===== src/rtl/pcle_timer_ctrl.sv =====
// rtl/pcle_timer_ctrl.sv - timer sequencer: prescaled 8-bit up-counter with one-shot/periodic expiry and saturating tally
module pcle_timer_ctrl #(
    parameter int WIDTH  = 8,
    parameter int PRE_W  = 4,
    parameter int STAT_W = 8
) (
    input  logic              clk,
    input  logic              reset,
    input  logic              start,
    input  logic              stop,
    input  logic              periodic,
    input  logic [WIDTH-1:0]  load_val,
    input  logic [PRE_W-1:0]  prescale,
    input  logic              clr_stat,
    output logic [WIDTH-1:0]  count_q,
    output logic              busy,
    output logic              expire,
    output logic [STAT_W-1:0] exp_count
);

    typedef enum logic [1:0] {
        IDLE = 2'd0,
        ARM  = 2'd1,
        RUN  = 2'd2
    } state_t;

    localparam logic [WIDTH-1:0]  MAX = '1;
    localparam logic [STAT_W-1:0] SAT = '1;

    state_t             state, state_nx;
    logic [WIDTH-1:0]   shadow_load;
    logic [PRE_W-1:0]   shadow_pre;
    logic               shadow_per;
    logic [PRE_W-1:0]   pre_cnt, pre_nx;
    logic [WIDTH-1:0]   count_nx;
    logic [STAT_W-1:0]  exp_count_nx;
    logic               capture;
    logic               expire_nx;
    logic               tick;

    assign tick = (pre_cnt == shadow_pre);

    always_comb begin
        state_nx  = state;
        count_nx  = count_q;
        pre_nx    = pre_cnt;
        capture   = 1'b0;
        expire_nx = 1'b0;
        case (state)
            IDLE: begin
                if (start && !stop) begin
                    capture  = 1'b1;
                    state_nx = ARM;
                end
            end
            ARM: begin
                // the load completes even when stop aborts the arm
                count_nx = shadow_load;
                pre_nx   = '0;
                state_nx = stop ? IDLE : RUN;
            end
            RUN: begin
                if (stop) begin
                    state_nx = IDLE;
                end else if (start) begin
                    capture  = 1'b1;
                    state_nx = ARM;
                end else begin
                    pre_nx = tick ? '0 : pre_cnt + PRE_W'(1);
                    if (tick) begin
                        if (count_q != MAX) begin
                            count_nx = count_q + WIDTH'(1);
                        end else begin
                            expire_nx = 1'b1;
                            if (shadow_per) begin
                                count_nx = shadow_load;
                            end else begin
                                state_nx = IDLE;
                            end
                        end
                    end
                end
            end
            default: state_nx = IDLE;
        endcase
    end

    // tally moves on the same edge that raises expire
    always_comb begin
        exp_count_nx = exp_count;
        if (clr_stat) begin
            exp_count_nx = '0;
        end else if (expire_nx && exp_count != SAT) begin
            exp_count_nx = exp_count + STAT_W'(1);
        end
    end

    always_ff @(posedge clk or posedge reset) begin
        if (reset) begin
            state       <= IDLE;
            count_q     <= '0;
            shadow_load <= '0;
            shadow_pre  <= '0;
            shadow_per  <= 1'b0;
            pre_cnt     <= '0;
            busy        <= 1'b0;
            expire      <= 1'b0;
            exp_count   <= '0;
        end else begin
            state     <= state_nx;
            count_q   <= count_nx;
            pre_cnt   <= pre_nx;
            busy      <= (state_nx != IDLE);
            expire    <= expire_nx;
            exp_count <= exp_count_nx;
            if (capture) begin
                shadow_load <= load_val;
                shadow_pre  <= prescale;
                shadow_per  <= periodic;
            end
        end
    end

endmodule


===== config.mk =====
export PLATFORM = sky130hd
export DESIGN_NAME = pcle_timer_ctrl
export DESIGN_NICKNAME = d
export VERILOG_FILES = /design/src/rtl/pcle_timer_ctrl.sv
export SDC_FILE = /design/constraint.sdc
export NUM_CORES = 1
export LEC_CHECK = 0
export CAP_MARGIN = 20
export CORE_UTILIZATION = 55
export CTS_BUF_LIST = sky130_fd_sc_hd__clkbuf_8 sky130_fd_sc_hd__clkbuf_16
export CTS_CLUSTER_DIAMETER = 80
export CTS_CLUSTER_SIZE = 16
export DETAILED_ROUTE_END_ITERATION = 16
export GPL_TIMING_DRIVEN = 0
export MAX_ROUTING_LAYER = met4
export PLACE_DENSITY = 0.85
export SETUP_SLACK_MARGIN = 0.05
export SLEW_MARGIN = 20
export SYNTH_ARGS = -nofsm -noshare
export SYNTH_HDL_FRONTEND = slang
export SYNTH_SLANG_ARGS = --single-unit

===== constraint.sdc =====
create_clock -name clk -period 3.56 [get_ports clk]
set_input_delay 1.068 -clock clk [delete_from_list [all_inputs] [get_ports clk]]
set_output_delay 1.068 -clock clk [all_outputs]
set_load 0.005 [all_outputs]

==> impl_metrics.env, run 1 <==
export IMPL_root_buffer="clkbuf_8"
export IMPL_io_pins=36
export IMPL_seqCellArea_um2=926
export IMPL_post_cts_buffers=0
export IMPL_n_antenna_cell=0
export IMPL_r2r_slack_ns=1.23
export IMPL_placedCellCount=265
export IMPL_cp_end_kind="register"
export IMPL_setup_worst_path_end="shadow_load[1]$_DFFE_PP0P_"
export IMPL_htreeDepth=2
export IMPL_hold_viol=0
export IMPL_layout_cells_non_filler=273
export IMPL_comb_power_share=0.223
export IMPL_fillerInstances=240
export IMPL_required_ns=3.73
export IMPL_clock_power_share=0.286
export IMPL_cts_buffers=5
export IMPL_peakVddDrop_mv=0.307
export IMPL_layout_drive_gt1_share=0.118
export IMPL_yosysWarningCount=0
export IMPL_fmax_ghz=0.323
export IMPL_slew_limit_headroom=0.444
export IMPL_ys_ff_latch=37
export IMPL_rr_worst_depth=7
export IMPL_layout_commonest_cell="dfrtp_1"
export IMPL_cpMaxStageDelayCell="nor3b_1"
export IMPL_insertion_delay_ns=0.28
export IMPL_intPower_uw=808
export IMPL_startpoint_type="input port"
export IMPL_num_rows=20
export IMPL_fin_crit_ns=3.10
export IMPL_multi_input_area_um2=897
export IMPL_drt_iter0_markers=81
export IMPL_setup_tns_ns=0
export IMPL_arrival_ns=3.26
export IMPL_synth_nets=208
export IMPL_worstSetupPathType="input port to register"
export IMPL_p_switching_uw=318
export IMPL_avgViaCountPerCell=5.78
export IMPL_syn2layout_area_growth_pct=26.3
export IMPL_worstPathCellList="clkdlybuf4s50_1, nor3b_1, clkbuf_1, mux2_2"
export IMPL_syn_cell_area_um2=1890
export IMPL_async_reset_ff_frac=1.00
export IMPL_track_usage=0.265
export IMPL_grt_max_degree=38
export IMPL_die_area_um2=3670
export IMPL_wire_per_inst_um=15.3
export IMPL_seqPwrFrac=0.491
export IMPL_dp_hpwl_mm=2.92
export IMPL_gp_congestion=0.847
export IMPL_cts_sink_count=37
export IMPL_initial_core_util=0.598
export IMPL_drc=0
export IMPL_synth_distinct_cells=40
export IMPL_clockBufferDepth=2
export IMPL_crit_start="start"
export IMPL_antenna_found_initial=0
export IMPL_ctsResizeCount=0
export IMPL_grt_overflow_total=0
export IMPL_slowest_delay_ns=0.71
export IMPL_postSynthAreaPerCell_um2=10.1
export IMPL_path_clk_slew_ns=0.07
export IMPL_final_antenna_net_count=0
export IMPL_dieHeight_um=60.6
export IMPL_swShare=0.283
export IMPL_grt_pass1_vias=1491
export IMPL_worstMarginPinSlew_ns=0.832
export IMPL_drt_pass1_iterations=4
export IMPL_fin_nets=249
export IMPL_status="complete, no violations"
export IMPL_synthCells=187
export IMPL_setup_viol=0
export IMPL_grt_pass1_wl_mm=6.89
export IMPL_finClkSkew_ns=0.00821
export IMPL_rsz0062_at_grt="no"
export IMPL_drt_wl_total_mm=4.17
export IMPL_vias=1577
export IMPL_power_leakage_uw=0.000968
export IMPL_powerDensity_nw_per_um2=472
export IMPL_worstPathMaxFanout=10
export IMPL_reg2reg_to="exp_count[4]$_DFFE_PP0P_"
export IMPL_hold_path_class="register to register"
export IMPL_tritoncts="done"
export IMPL_slew_violations=0
export IMPL_ys_seq_area_frac=0.491
export IMPL_final_period_utilization=0.870
export IMPL_synth_edf_count=0
export IMPL_die_w_um=60.6
export IMPL_timing_rr_start="state[0]$_DFF_PP0_"
export IMPL_max_cap_viol_count=0
export IMPL_ctsHoldBuffers=0
export IMPL_synth_flop_cell="dfrtp_1"
export IMPL_port_buffers=34
export IMPL_final_cell_mix="dfrtp_1, clkdlybuf4s50_1, o21ai_0, nand2_1"
export IMPL_core_area_um2=3150
## state kept, by name, summed over array words and instances (netlist names)
register / count
pre_cnt: 4
shadow_per: 1
state: 2
expire: 1
shadow_load: 8
exp_count: 8
shadow_pre: 4
count_q: 8
busy: 1
## critical path: cells and delay by family
family | cells | cell delay, ns
AND/OR/NAND/NOR | 1 | 0.71
multiplexers | 1 | 0.41
buffers and inverters | 2 | 1.09
## Yosys cell counts, types with 3 or more instances
master    count  share of area
dfrtp_1      37           0.49
o21ai_0      17          0.045
nand2_1      14          0.028
mux2_2       13          0.078
nand3_1      13          0.034
nor2_1       12          0.024
a21oi_1      11          0.029
clkbuf_1      6          0.012
or3_1         5          0.017
inv_1         4         0.0080
nor2b_1       4          0.013
nor3_1        4          0.011
xnor2_1       4          0.019
ha_1          3          0.020
nand4_1       3         0.0099
o31ai_1       3          0.012
or4_1         3          0.012
## metrics by stage
| stage | hold slack (ns) | setup WS [ns] | instance area (um2) | utilization | power [uW] |
|---|---|---|---|---|---|
| 2_1_floorplan | 0.474 | 0.899 | 1890 | - | 683 |
| 3_3_place_gp | 0.490 | 0.167 | 2280 | 0.724 | 795 |
| 3_5_place_dp | 0.498 | 0.186 | 2280 | 0.724 | 808 |
| 4_1_cts | 0.515 | 0.478 | 2380 | 0.756 | 1130 |
| 5_1_grt | 0.531 | 0.348 | 2380 | 0.756 | 1180 |
| 6_report | 0.515 | 0.464 | 2380 | 0.756 | 1130 |
## per-layer routing
metal | vias to the layer above | part of all wire | track usage
li1 | 762 | - | -
met2 | 44 | 0.50 | 0.411
met3 | 6 | 0.038 | 0.0469
met1 | 765 | 0.45 | 0.344
met5 | - | 0 | -
met4 | 0 | 0.011 | 0.110
## power by group through the flow
| stage | clock network (uW) | registers [uW] | logic (uW) |
|---|---|---|---|
| 3_5_place_dp | 0 | 559 | 250 |
| 5_1_grt | 345 | 561 | 278 |
| 6_report | 322 | 553 | 252 |
| 3_3_place_gp | 0 | 554 | 242 |
| 2_1_floorplan | 0 | 545 | 138 |
| 4_1_cts | 327 | 551 | 253 |
## worst min-delay path by stage
stage                            endpoint                  startpoint  cells after the start
3_3_place_gp   shadow_load[3]$_DFFE_PP0P_  shadow_load[3]$_DFFE_PP0P_                      1
2_1_floorplan  shadow_load[4]$_DFFE_PP0P_  shadow_load[4]$_DFFE_PP0P_                      1
3_5_place_dp   shadow_load[7]$_DFFE_PP0P_  shadow_load[7]$_DFFE_PP0P_                      1
4_1_cts        shadow_load[7]$_DFFE_PP0P_  shadow_load[7]$_DFFE_PP0P_                      1
5_1_grt        shadow_load[6]$_DFFE_PP0P_  shadow_load[6]$_DFFE_PP0P_                      1
6_report       shadow_load[7]$_DFFE_PP0P_  shadow_load[7]$_DFFE_PP0P_                      1
## cells by family (layout without fill, tap and decap cells)
logic type	count (synthesis)	in the layout	synth area share
xor gates and xnor gates	5	5	0.0232
AOI/OAI and AO/OA	44	44	0.143
muxes	15	15	0.0882
buffers and inverters	13	55	0.0338
and+or+nand+nor	70	70	0.201
DFF	37	37	0.491
adders and majority gates	3	3	0.0199
## layout make-up
cell class | count | share of cell area
buffer | 9 | 0.0205
multi-input combinational | 137 | 0.376
sequential | 37 | 0.388
tap | 44 | 0.0231
inverter | 4 | 0.00630
timing repair buffer | 34 | 0.143
clock buffer | 7 | 0.0404
clock inverter | 1 | 0.00210
Note: power is estimated with default switching activity, not from simulation.
==> run 2: changes to the inputs <==
Settings changed: SLEW_MARGIN 20 to default.
==> impl_metrics.env, run 2 (same netlist as run 1, synthesis figures left out) <==
export IMPL_status="complete, no violations"
export IMPL_avgViaCountPerCell=5.86
export IMPL_fin_crit_ns=3.14
export IMPL_required_ns=3.73
export IMPL_hold_path_class="register to register"
export IMPL_die_area_um2=3670
export IMPL_startpoint_type="input port"
export IMPL_grt_overflow_total=0
export IMPL_cts_sink_count=37
export IMPL_root_buffer="clkbuf_8"
export IMPL_layout_commonest_cell="dfrtp_1"
export IMPL_core_area_um2=3150
export IMPL_ctsHoldBuffers=0
export IMPL_num_rows=20
export IMPL_track_usage=0.264
export IMPL_slew_limit_headroom=0.405
export IMPL_final_period_utilization=0.883
export IMPL_worstMarginPinSlew_ns=0.890
export IMPL_post_cts_buffers=0
export IMPL_vias=1606
export IMPL_port_buffers=34
export IMPL_peakVddDrop_mv=0.323
export IMPL_fmax_ghz=0.318
export IMPL_clockBufferDepth=2
export IMPL_cp_end_kind="register"
export IMPL_power_leakage_uw=0.000980
export IMPL_hold_viol=0
export IMPL_io_pins=36
export IMPL_worstSetupPathType="input port to register"
export IMPL_syn2layout_area_growth_pct=26.7
export IMPL_htreeDepth=2
export IMPL_final_cell_mix="dfrtp_1, clkdlybuf4s50_1, o21ai_0, nand2_1"
export IMPL_grt_pass1_wl_mm=6.84
export IMPL_final_util=0.758
export IMPL_dp_hpwl_mm=2.98
export IMPL_fin_nets=250
export IMPL_setup_tns_ns=0
export IMPL_final_antenna_net_count=0
export IMPL_drt_wl_total_mm=4.15
export IMPL_path_clk_slew_ns=0.07
export IMPL_dieHeight_um=60.6
export IMPL_powerDensity_nw_per_um2=453
export IMPL_insertion_delay_ns=0.29
export IMPL_drc=0
export IMPL_gp_congestion=0.847
export IMPL_grt_pass1_vias=1506
export IMPL_arrival_ns=3.32
export IMPL_reg_top3="count_q (8), exp_count (8), shadow_load (8)"
export IMPL_grt_max_degree=21
export IMPL_slew_violations=0
export IMPL_worstPathMaxFanout=10
export IMPL_layout_drive_gt1_share=0.104
export IMPL_finClkSkew_ns=0.00480
export IMPL_drt_pass1_iterations=4
export IMPL_tritoncts="done"
export IMPL_max_cap_viol_count=0
export IMPL_initial_core_util=0.598
export IMPL_antenna_found_initial=0
export IMPL_wire_per_inst_um=15.1
export IMPL_ctsResizeCount=0
export IMPL_die_w_um=60.6
export IMPL_drt_iter0_markers=85
export IMPL_rsz0062_at_grt="no"
export IMPL_setup_viol=0
export IMPL_cts_buffers=5
export IMPL_n_antenna_cell=0
run 2: path summary, 6_finish.rpt:
check	depth (start not counted)	from	end	slack, ns
max reg2reg	4	state[0]$_DFF_PP0_	shadow_load[7]$_DFFE_PP0P_	1.22
min reg2reg	1	shadow_load[1]$_DFFE_PP0P_	shadow_load[1]$_DFFE_PP0P_	0.51
min	1	shadow_load[1]$_DFFE_PP0P_	shadow_load[1]$_DFFE_PP0P_	0.51
max in group asynchronous	3	reset	shadow_load[5]$_DFFE_PP0P_	1.78
max	4	start	shadow_load[7]$_DFFE_PP0P_	0.42
min in group asynchronous	2	reset	shadow_pre[0]$_DFFE_PP0P_	1.22
run 2: final cells by class:
class	count	area (um2)
repair buffers	35	368
fillers	244	763
multi-input cells	137	897
plain buffers	9	48.8
clock buffers	5	68.8
well taps	44	55.1
clock inverters	3	11.3
inverters	4	15.0
flip-flops and latches	37	926
run 2: per-layer routing:
| layer | track usage | wire length (um) | vias up |
|---|---|---|---|
| met5 | - | 0 | - |
| met4 | 0.120 | 74 | 0 |
| met3 | 0.0490 | 210 | 9 |
| met2 | 0.403 | 2020 | 60 |
| met1 | 0.342 | 1840 | 771 |
| li1 | - | - | 766 |
run 2: through the flow:
stage,area [um2],power (uW),setup WS [ns],hold slack (ns),cells
global route,2390,1140,0.294,0.528,274
floorplan,1890,683,0.899,0.474,187
global placement,2280,795,0.167,0.490,265
CTS,2390,1090,0.416,0.512,274
finish,2390,1080,0.417,0.508,274
detailed placement,2310,813,0.160,0.497,266
run 2: critical path, stage by stage:
cell and delay, ns:
clkdlybuf4s50_1 0.52, nor3b_1 0.75, clkbuf_1 0.57, mux2_2 0.40
run 2: where the power goes:
part	total, uW	switching, uW	leakage (uW)	internal, uW
registers	552	70.1	0.000466	482
logic	254	100	0.000462	154
clock network	276	146	0.0000519	131
total	1080	316	0.000980	766
